[config.mk]
export PLATFORM = sky130hd
export DESIGN_NAME = wasm_mem_ctrl
export DESIGN_NICKNAME = d
export VERILOG_FILES = /design/src/rtl/wasm_mem_ctrl.sv
export SDC_FILE = /design/constraint.sdc
export NUM_CORES = 1
export LEC_CHECK = 0
export BUFFER_PORTS_ARGS = -buffer_cell sky130_fd_sc_hd__buf_2
export CORE_MARGIN = 3
export CORE_UTILIZATION = 25
export DETAILED_ROUTE_END_ITERATION = 6
export SKIP_LAST_GASP = 1
export SLEW_MARGIN = 30
export SYNTH_ARGS = -nofsm -noshare
export SYNTH_HDL_FRONTEND = slang
export SYNTH_SLANG_ARGS = --single-unit
[constraint.sdc]
create_clock -name clk -period 3.1 [get_ports clk]
set_clock_uncertainty 0.1 [all_clocks]
set_input_delay 0.155 -clock clk [delete_from_list [all_inputs] [get_ports clk]]
set_output_delay 0.155 -clock clk [all_outputs]
set_load 0.005 [all_outputs]
[src/rtl/wasm_mem_ctrl.sv]
`default_nettype none
// ============================================================================
// Module   : wasm_mem_ctrl
// Purpose  : WebAssembly linear-memory load/store controller for a word RAM
//            with one-cycle read latency. Define WASM_MEM_BOUNDS_EN to trap
//            accesses that run past MEM_LIMIT.
// Revision : 1.0
// ============================================================================
module wasm_mem_ctrl #(
    parameter int ADDR_WIDTH = 10,
    parameter int MEM_LIMIT  = 1 << (ADDR_WIDTH + 2)
) (
    input  logic                    clk,
    input  logic                    rst,
    input  logic                    req_valid,
    output logic                    req_ready,
    input  logic                    req_write,
    input  logic [1:0]              req_size,
    input  logic                    req_signed,
    input  logic [ADDR_WIDTH+1:0]   req_addr,
    input  logic [31:0]             req_wdata,
    output logic                    rsp_valid,
    output logic [31:0]             rsp_rdata,
    output logic                    rsp_err,
    output logic                    ram_we,
    output logic [ADDR_WIDTH-1:0]   ram_addr,
    output logic [31:0]             ram_din,
    input  logic [31:0]             ram_dout
);

    localparam logic [2:0] c_IDLE = 3'd0;
    localparam logic [2:0] c_RD   = 3'd1;
    localparam logic [2:0] c_DATA = 3'd2;
    localparam logic [2:0] c_WR   = 3'd3;
    localparam logic [2:0] c_ERR  = 3'd4;

    logic [2:0]             r_state;
    logic                   r_write;
    logic [1:0]             r_size;
    logic                   r_signed;
    logic [ADDR_WIDTH+1:0]  r_addr;
    logic [31:0]            r_wdata;
    logic                   r_ram_we;
    logic [31:0]            r_ram_din;
    logic                   r_rsp_valid;
    logic                   r_rsp_err;
    logic [31:0]            r_rsp_rdata;

    logic                   w_misalign;
    logic                   w_oob;
    logic [7:0]             w_byte;
    logic [15:0]            w_half;
    logic [31:0]            w_load;
    logic [31:0]            w_mask;
    logic [31:0]            w_wlane;
    logic [31:0]            w_merge;

    always_comb begin
        case (req_size)
            2'd0:    w_misalign = 1'b0;
            2'd1:    w_misalign = req_addr[0];
            2'd2:    w_misalign = |req_addr[1:0];
            default: w_misalign = 1'b1;
        endcase
    end

`ifdef WASM_MEM_BOUNDS_EN
    logic [2:0]             w_nbytes;
    logic [ADDR_WIDTH+2:0]  w_end;

    always_comb begin
        case (req_size)
            2'd0:    w_nbytes = 3'd1;
            2'd1:    w_nbytes = 3'd2;
            default: w_nbytes = 3'd4;
        endcase
    end

    // One extra bit so an access ending exactly at the top of the space cannot wrap.
    assign w_end = {1'b0, req_addr} + {{ADDR_WIDTH{1'b0}}, w_nbytes};
    assign w_oob = 32'(w_end) > $unsigned(MEM_LIMIT);
`else
    logic w_unused_limit;

    assign w_unused_limit = MEM_LIMIT[0];
    assign w_oob          = 1'b0;
`endif

    always_comb begin
        case (r_addr[1:0])
            2'd0:    w_byte = ram_dout[7:0];
            2'd1:    w_byte = ram_dout[15:8];
            2'd2:    w_byte = ram_dout[23:16];
            default: w_byte = ram_dout[31:24];
        endcase
        w_half = r_addr[1] ? ram_dout[31:16] : ram_dout[15:0];
        case (r_size)
            2'd0:    w_load = r_signed ? {{24{w_byte[7]}}, w_byte} : {24'h0, w_byte};
            2'd1:    w_load = r_signed ? {{16{w_half[15]}}, w_half} : {16'h0, w_half};
            default: w_load = ram_dout;
        endcase
    end

    always_comb begin
        case (r_size)
            2'd0: begin
                w_mask  = 32'h0000_00FF << {r_addr[1:0], 3'b000};
                w_wlane = {4{r_wdata[7:0]}};
            end
            2'd1: begin
                w_mask  = 32'h0000_FFFF << {r_addr[1], 4'b0000};
                w_wlane = {2{r_wdata[15:0]}};
            end
            default: begin
                w_mask  = 32'hFFFF_FFFF;
                w_wlane = r_wdata;
            end
        endcase
    end

    assign w_merge = (ram_dout & ~w_mask) | (w_wlane & w_mask);

    always_ff @(posedge clk or posedge rst) begin
        if (rst) begin
            r_state     <= c_IDLE;
            r_write     <= 1'b0;
            r_size      <= 2'd0;
            r_signed    <= 1'b0;
            r_addr      <= '0;
            r_wdata     <= 32'h0;
            r_ram_we    <= 1'b0;
            r_ram_din   <= 32'h0;
            r_rsp_valid <= 1'b0;
            r_rsp_err   <= 1'b0;
            r_rsp_rdata <= 32'h0;
        end else begin
            r_ram_we    <= 1'b0;
            r_rsp_valid <= 1'b0;
            r_rsp_err   <= 1'b0;
            r_rsp_rdata <= 32'h0;
            case (r_state)
                c_IDLE: begin
                    if (req_valid) begin
                        r_write  <= req_write;
                        r_size   <= req_size;
                        r_signed <= req_signed;
                        r_addr   <= req_addr;
                        r_wdata  <= req_wdata;
                        if (w_misalign || w_oob) begin
                            r_state <= c_ERR;
                        end else if (req_write && (req_size == 2'd2)) begin
                            r_state   <= c_WR;
                            r_ram_we  <= 1'b1;
                            r_ram_din <= req_wdata;
                        end else begin
                            r_state <= c_RD;
                        end
                    end
                end
                c_RD: r_state <= c_DATA;
                c_DATA: begin
                    // Sub-word stores reuse the read path, then merge into the fetched word.
                    if (r_write) begin
                        r_state   <= c_WR;
                        r_ram_we  <= 1'b1;
                        r_ram_din <= w_merge;
                    end else begin
                        r_state     <= c_IDLE;
                        r_rsp_valid <= 1'b1;
                        r_rsp_rdata <= w_load;
                    end
                end
                c_WR: begin
                    r_state     <= c_IDLE;
                    r_rsp_valid <= 1'b1;
                end
                c_ERR: begin
                    r_state     <= c_IDLE;
                    r_rsp_valid <= 1'b1;
                    r_rsp_err   <= 1'b1;
                end
                default: r_state <= c_IDLE;
            endcase
        end
    end

    assign req_ready = (r_state == c_IDLE);
    assign rsp_valid = r_rsp_valid;
    assign rsp_err   = r_rsp_err;
    assign rsp_rdata = r_rsp_rdata;
    assign ram_we    = r_ram_we;
    assign ram_din   = r_ram_din;
    assign ram_addr  = r_addr[ADDR_WIDTH+1:2];

endmodule
`default_nettype wire
Word level (Yosys, flattened, before mapping) --
Index checks and enable logic that the tools add are counted.
Storage, ports and cells: output and inout port bits 78, word-level logic and storage cells 68, input port bits 83, bits in registers 118
Cells by class: bitwise logic cells 4, shift operators 2, equality and inequality tests 13, reduce and logical (&&, ||, !) cells 10, multiplexer cells 28
Operators by type and width (number):
- 32-bit 2-to-1 mux | 8
- 32-bit case mux with 2 select lines | 4
- 32-bit AND | 2
- 32-bit inverter | 1
- 32-bit OR | 1
- 16-bit by 5-bit << shifter with 32-bit output (first input constant) | 1
- 8-bit by 5-bit << shifter with 32-bit output (first input constant) | 1
- 8-bit case mux with 3 select lines | 1
- 16-bit 2-to-1 mux | 1
- 3-bit case mux with 3 select lines | 1
- 2-bit by 1-bit equality test with 1-bit output (second input constant) | 3
- 3-bit by 2-bit equality test with 1-bit output (second input constant) | 2
- 2-bit zero test | 3
- 1-bit 2-to-1 mux | 6
- 3-bit 2-to-1 mux | 2
- 2-bit != test (second input constant) | 3
- 5-bit AND reduction | 1
- 2-bit equality test (second input constant) | 2
- 2-bit 2-to-1 mux | 2
- 1-bit case mux with 2 select lines | 2
- 2-bit OR reduction | 2
- 3-bit by 1-bit equality test with 1-bit output (second input constant) | 1
- 3-bit equality test (second input constant) | 1
- 3-bit zero test | 1
- other kinds (5) | 5

Logic depth before layout (Yosys ltp) --
Gate-level depths: netlist (run 1).
depth after elaboration 7, gate-level depth with buffers 7, depth with buffers taken out 5

Worst setup path before layout (run 1) --
Ideal clock, no wire load.
path type flip-flop to flip-flop, start register r_state[0], end register r_wdata[0], arrival 1.592 ns, required time 2.875 ns, buffers on the path 3, path slack 1.284 ns, library setup time 0.125 ns, clock period less this slack 1.816 ns, stages on the path, launching flop included 7, path through dfrtp_1 -> nor2_2 -> and2_1 -> buf_2 -> buf_4 -> buf_4 -> mux2_2
On the way: cells in the longest elaborated chain, start to end 2
Ends and longest elaborated chain:
- start, declared | line 37 | logic [2:0] r_state;
- start signal, assigned | line 125 | r_state <= c_IDLE;
- start signal, assigned | line 150 | r_state <= c_ERR;
- start signal, assigned | line 152 | r_state <= c_WR;
- 3-bit zero test | line 141 | case (r_state)
- 2-bit AND reduction (no source line)
- end signal, assigned | line 148 | r_wdata <= req_wdata;
- end, declared | line 42 | logic [31:0] r_wdata;
No other way between the ends. A chain may end at the register's enable or synchronous reset.

Final worst setup path (run 1) --
start register r_state[1], end register r_rsp_rdata[1], in the netlist rsp_rdata[1]
On the way: cells in the longest elaborated chain, start to end 2
Ends and longest elaborated chain:
- 3-bit by 2-bit equality test with 1-bit output | line 141
- 32-bit 2-to-1 mux | line 141
- end signal, assigned | line 170 | r_rsp_rdata <= w_load;
- end, declared | line 47 | logic [31:0] r_rsp_rdata;
No other way between the ends.

==> run_results.csv, run 1 <==
group,metric,value,unit
synth,ys_seq_area_frac,0.4779,
pwr,p_switching,3.040,mW
synth,synth_most_common_cell,"dfrtp_1",
critical_path,cpLargestDelayFamily,"simple AND/OR/NAND/NOR gates",
placed_design,dp_hpwl,15880,um
critical_path,setup.worst_path.start_class,"flop",
die,die_y,163.2,um
synth,avgSynthCellArea,10.15,sq um
die,std_cell_rows,56,
die,die_w,163.2,um
synth,synth_fp_nets,692,
sta,slew_violations,0,
synth,synthCells,609,
finish,finalNonFillerCells,1147,
cts,cts_tree,"yes",
pwr,p_leak,3.869,nW
cts,cts_buffer_depth,2,
synth,synthMuxAreaShare,0.1533,
die,start_util,0.2586,
synth,yosysTopAreaCell,"dfrtp_1",
drt,routed_wl,21810,um
cts,cts_resized,0,
finish,fin_area,8508,sq um
global_routing,grt_pass1_vias,5442,
critical_path,critPathMaxStageDelay,0.69,ns
critical_path,worstPathArrival,2.59,ns
global_routing,grt_use_total,0.1643,
synth,yosys.area_share.simple,0.1353,
worst_hold_path,worstHoldPathCells,3,
global_routing,antenna_found_initial,1,
outcome,status,"finished, final reports clean",
synth,synth-seq-cells,118,
critical_path,worstPathMaxFanout,17,
synth,yosysTopAreaCellShare,0.4779,
pwr,total_power,7.898,mW
sta,fin_hold_ws,0.01794,ns
finish,synthToLayoutAreaGrowth,37.71,%
critical_path,slowest_stage,"or3b_1",
finish,drive_gt1_frac,0.3539,
critical_path,crit_buf_inv,0,
critical_path,cp-end-kind,"flop",
placed_design,io_buffers,160,
pwr,power.density,928.3,nW/um^2
cts,clk_pin_slew,0.06,ns
pwr,comb_power_share,0.404,
drt,vias,5596,
sta,finalCritPeriodShare,0.7738,
synth,synth_common_cells,"dfrtp_1 (118), nand2_1 (85), mux2_2 (61), nor2_1 (61), o21ai_0 (59)",
finish,nets,898,
placed_design,placed_cells,1043,
drt,drt_first_pass_iters,5,
global_routing,grt_max_degree,39,
sta,period_needed,2.399,ns
finish,fin_util,0.3561,
critical_path,worst_r2r_path_depth,4,
global_routing,grt_overflow,0,
worst_hold_path,holdPathEnd,"rsp_rdata[7]",
cts,cts-htree-levels,4,
drt,wire_per_inst,19.02,um
pwr,ir_worst_vdd,0.6690,mV
sta,grt_setup_unrepaired,"no",
pwr,p_sw_frac,0.3848,
cts,cts.sink_count,118,
cts,cts_buffers,17,
synth,yosys.cell_types.count,45,
critical_path,reg2reg_to,"rsp_rdata[1]",
cts,clock_latency,0.43,ns
critical_path,crit_type,"reg2reg",
synth,synth.area.top_cells,"dfrtp_1 (48%), mux2_2 (11%), nand2_1 (5.2%), o21ai_0 (4.8%), nor2_1 (3.7%)",
synth,ys_warn_count,0,
critical_path,critPathRequiredTime,3.29,ns
drt,drtIter0Drc,499,
finish,diodes,0,
die,io_pins,161,
sta,setup-violations-final,0,
synth,yosys.area_share.xor_xnor,0,
sta,setup_slack,0.7013,ns
cts,clock-root-buffer,"clkbuf_16",
placed_design,placed_cell_area,7187,sq um
worst_hold_path,hold_class,"in2reg",
synth,synth-edff-count,0,
critical_path,r2r-start,"r_state[1]",
synth,synth_fa_ha_area_frac,0,
synth,async_reset_ff_frac,1.000,
synth,synth_top_family_by_area,"compound AO/OA/AOI/OAI gates",
pwr,sequentialPowerShare,0.344,
global_routing,grt_pass1_wl,32640,um
drt,routed_via_density,4.879,
die,core_area,23890,sq um
sta,fin_setup_tns,0,ns
die,die_area,26640,sq um
sta,relSlewSlack,0.4804,
worst_hold_path,hold_start,"ram_dout[7]",
sta,worstMarginPinSlew,0.7795,ns
job,cap_violations,0,
drt,postRouteAntennaNets,0,
placed_design,gp_congestion,0.8733,
pwr,clkPwrFrac,0.252,
synth,synthesis.area,6178,sq um
pwr,p_int,4.859,mW
synth,synth_compound_area_frac,0.1725,
cts,post_cts_buffers,0,
sta,hold_viol_final,0,
sta,fmax,416.9,MHz
synth,synthFlopType,"dfrtp_1",
critical_path,rrSetupSlack,0.70,ns
placed_design,dp_slack,0.7988,ns
critical_path,crit_chain,"or3b_1 -> nor2_8 -> o21ai_0 -> a211oi_1",
drt,route.detailed.drc,0,
-- per-layer routing --
layer | up-vias | track usage | wire [um]
met3 | 30 | 0.04514 | 1673
li1 | 2592 | - | -
met4 | 2 | 0.05383 | 398
met5 | - | 0 | 7
met2 | 237 | 0.2427 | 9860
met1 | 2735 | 0.2323 | 9874
-- placed cells by master, fill, tap and decap left out, drive strengths merged, types with 15 or more instances in the layout --
cell type and instances:
buf 176, dfrtp 118, nand2 86, dlygate4sd3 72
nor2 63, mux2 61, o21ai 60, a21oi 27
clkbuf 19, a211oi 17, a31oi 16, a221oi 15
-- flip-flops by register name, indices dropped and copies added, names as in the netlist --
| signal | cells |
|---|---|
| r_wdata | 32 |
| ram_din | 32 |
| rsp_rdata | 32 |
| r_addr | 12 |
| r_state | 3 |
| r_size | 2 |
| r_signed | 1 |
| r_write | 1 |
| ram_we | 1 |
| rsp_err | 1 |
| rsp_valid | 1 |
-- power by group through the flow --
stage                     Sequential, mW  Combinational [mW]  Clock (mW)
final                               2.72                3.19        1.99
after global routing                2.80                3.50        2.11
after CTS                           2.72                3.21        2.03
after detailed placement            2.74                3.13           0
after global placement              2.72                3.09           0
after floorplan                     2.51                2.36           0
-- layout make-up --
class	count	area, sq um
fill	2466	15380
sequential	118	2953
multi-input combinational	424	2850
timing repair buffer	248	1679
clock buffer	19	452.9
tap	319	399.1
clock inverter	13	147.6
inverter	6	26.28
-- worst reg2reg max path, cell delays in order, from the launching register on --
cell and delay [ns]:
dfrtp_1 0.61, or3b_1 0.69, nor2_8 0.35, o21ai_0 0.14
a211oi_1 0.37
-- how the worst max path moves through the flow --
stage,from,endpoint,slack [ns],cells past startpoint
after detailed placement,r_state[1],rsp_rdata[1],0.80,4
final,r_state[1],rsp_rdata[1],0.70,4
after global placement,r_state[1],rsp_rdata[1],0.87,4
after CTS,r_state[1],rsp_rdata[1],0.78,4
after global routing,r_state[1],rsp_rdata[19],0.62,4
after floorplan,r_state[0],r_wdata[0],1.28,6
-- cell families (layout without fill, tap and decap cells) --
logic type             count (synthesis)  after routing
AND/OR/NAND/NOR                      182            182
AO/OA/AOI/OAI                        165            165
flip-flops                           118            118
multiplexers                          77             77
buffers and inverters                 67            286
-- what timing repair did --
| action | 4_1_cts | 5_1_grt |
|---|---|---|
| hold endpoints to repair | 214 | 0 |
| hold buffers | 72 | 0 |
| endpoints found under the setup margin | 0 | 0 |
Note: power is estimated with default switching activity, not from simulation.
==> run 2, diff against run 1 <==
==> constraint.sdc (replaced) <==
create_clock -name clk -period 1.97 [get_ports clk]
set_clock_uncertainty 0.1 [all_clocks]
set_input_delay 0.0985 -clock clk [delete_from_list [all_inputs] [get_ports clk]]
set_output_delay 0.0985 -clock clk [all_outputs]
set_load 0.005 [all_outputs]
==> run 2 against run 1 <==
Net effect:
- global-route usage hardly changed
- sequential power is 52% higher
- utilization is 1.1 points higher
- via count is 0.36% higher
- setup slack worse by 0.60 ns
- wire length hardly changed
- fmax is 28% higher
- largest cell class unchanged
==> run_results.csv, run 2 (synthesis gave the netlist of run 1 again) <==
group,metric,value,unit
finish,finalNonFillerCells,1171,
critical_path,worstPathArrival,2.11,ns
global_routing,grt_pass1_vias,5617,
drt,drt_first_pass_iters,5,
cts,post_cts_buffers,0,
finish,nets,923,
finish,fill_cells,2383,
global_routing,antenna_found_initial,0,
die,io_pins,161,
drt,wl_met3,1408,um
outcome,status,"finished, final reports clean",
cts,cts.sink_count,118,
finish,fin_util,0.3668,
placed_design,placed_cell_area,7362,sq um
sta,worstMarginPinSlew,0.6362,ns
sta,fin_hold_ws,0.08867,ns
die,std_cell_rows,56,
critical_path,crit_chain,"or3b_1 -> buf_12 -> nor2_8 -> o2111ai_2 -> nand2_1",
critical_path,crit_buf_inv,1,
sta,slew_violations,0,
drt,top_layer_used,"met4",
drt,drtIter0Drc,551,
cts,cts_buffer_depth,2,
drt,postRouteAntennaNets,0,
cts,clock-root-buffer,"clkbuf_16",
die,die_w,163.2,um
placed_design,io_buffers,160,
placed_design,dp_slack,0.09490,ns
sta,setup-violations-final,0,
job,cap_violations,0,
finish,drive_gt1_frac,0.3615,
placed_design,placed_cells,1058,
die,core_area,23890,sq um
critical_path,setup.worst_path.start_class,"flop",
finish,final_cell_mix,"buf_2 (160), dfrtp_1 (118), nand2_1 (85)",
finish,synthToLayoutAreaGrowth,41.84,%
drt,dr_wl_met2,9976,um
finish,final_common_cell,"buf_2",
drt,wire_per_inst,18.64,um
drt,routed_wl,21830,um
critical_path,cpLargestDelayFamily,"simple AND/OR/NAND/NOR gates",
critical_path,critPathMaxStageDelay,0.42,ns
placed_design,gp_congestion,0.8774,
cts,clock_latency,0.42,ns
critical_path,worstPathMaxFanout,42,
drt,routed_via_density,4.796,
drt,route.detailed.drc,0,
cts,cts-htree-levels,4,
pwr,power.density,1450,nW/um^2
sta,relSlewSlack,0.5750,
sta,finalCritPeriodShare,0.9493,
critical_path,critPathRequiredTime,2.21,ns
sta,fin_setup_tns,0,ns
critical_path,rrSetupSlack,0.1,ns
die,die_y,163.2,um
placed_design,dp_hpwl,15790,um
cts,cts_tree,"yes",
global_routing,grt_use_total,0.1639,
critical_path,cp-end-kind,"flop",
drt,vias,5616,
sta,setup_slack,0.09988,ns
critical_path,slowest_stage,"or3b_1",
finish,fin_area,8763,sq um
pwr,p_leak,3.983,nW
die,die_area,26640,sq um
finish,diodes,0,
global_routing,grt_pass1_wl,33110,um
worst_hold_path,hold_class,"in2reg",
sta,period_needed,1.870,ns
sta,fmax,534.7,MHz
pwr,total_power,12.71,mW
cts,cts_buffers,17,
global_routing,grt_max_degree,55,
global_routing,grt_overflow,0,
cts,clk_pin_slew,0.05,ns
die,start_util,0.2586,
drt,m1WireLength,10230,um
pwr,ir_worst_vdd,0.6931,mV
critical_path,crit_type,"reg2reg",
sta,hold_viol_final,0,
==> run 2: cell count changes in the layout (fill, tap and decap cells not counted), sizes merged <==
cell,previous run,this run
dlygate4sd3,72,81
clkinvlp,5,6
o2111ai,1,2
inv,7,6
buf,176,191
clkinv,5,4
==> run 2: path summary, 6_finish.rpt <==
| path | start | to | cells after the start |
|---|---|---|---|
| min in group asynchronous | rst | r_addr[2] | 3 |
| max | r_state[0] | rsp_rdata[23] | 5 |
| max in group asynchronous | rst | r_wdata[11] | 4 |
| min | req_valid | r_state[0] | 4 |
| min reg2reg | r_addr[4] | r_addr[4] | 1 |
| max reg2reg | r_state[0] | rsp_rdata[23] | 5 |
==> run 2: worst register-to-register path, delay by kind of cell (launching register included) <==
family                 cells  cell delay, ns
buffers and inverters      1            0.21
AND/OR/NAND/NOR            3            0.81
flip-flops                 1            0.38
AO/OA/AOI/OAI              1            0.31
==> run 2: final cells by class <==
cell class              count  area [sq um]  share of cell area
multi-input cells         425          2868              0.3272
well taps                 319         399.1             0.04555
clock buffers              19         442.9             0.05054
inverters                   6         26.28            0.002998
flip-flops and latches    118          2953              0.3370
clock inverters            12         130.1             0.01485
repair buffers            272          1944              0.2219
==> run 2: what timing repair did <==
action / in CTS / in global routing
endpoints found under the hold margin: 132 / 0
resized for setup: 0 / 1
setup endpoints to repair: 0 / 15
hold buffers: 81 / 0
==> run 2: per-layer routing <==
layer,global-route usage,vias up
met5,0,-
met4,0.04037,0
met3,0.04109,14
met2,0.2550,225
met1,0.2291,2737
li1,-,2640
==> run 2: where the power goes <==
part,switching (mW),total [mW],internal (mW)
registers,0.741,4.14,3.40
clock network,1.16,3.04,1.88
logic,2.94,5.53,2.59
total,4.84,12.7,7.87
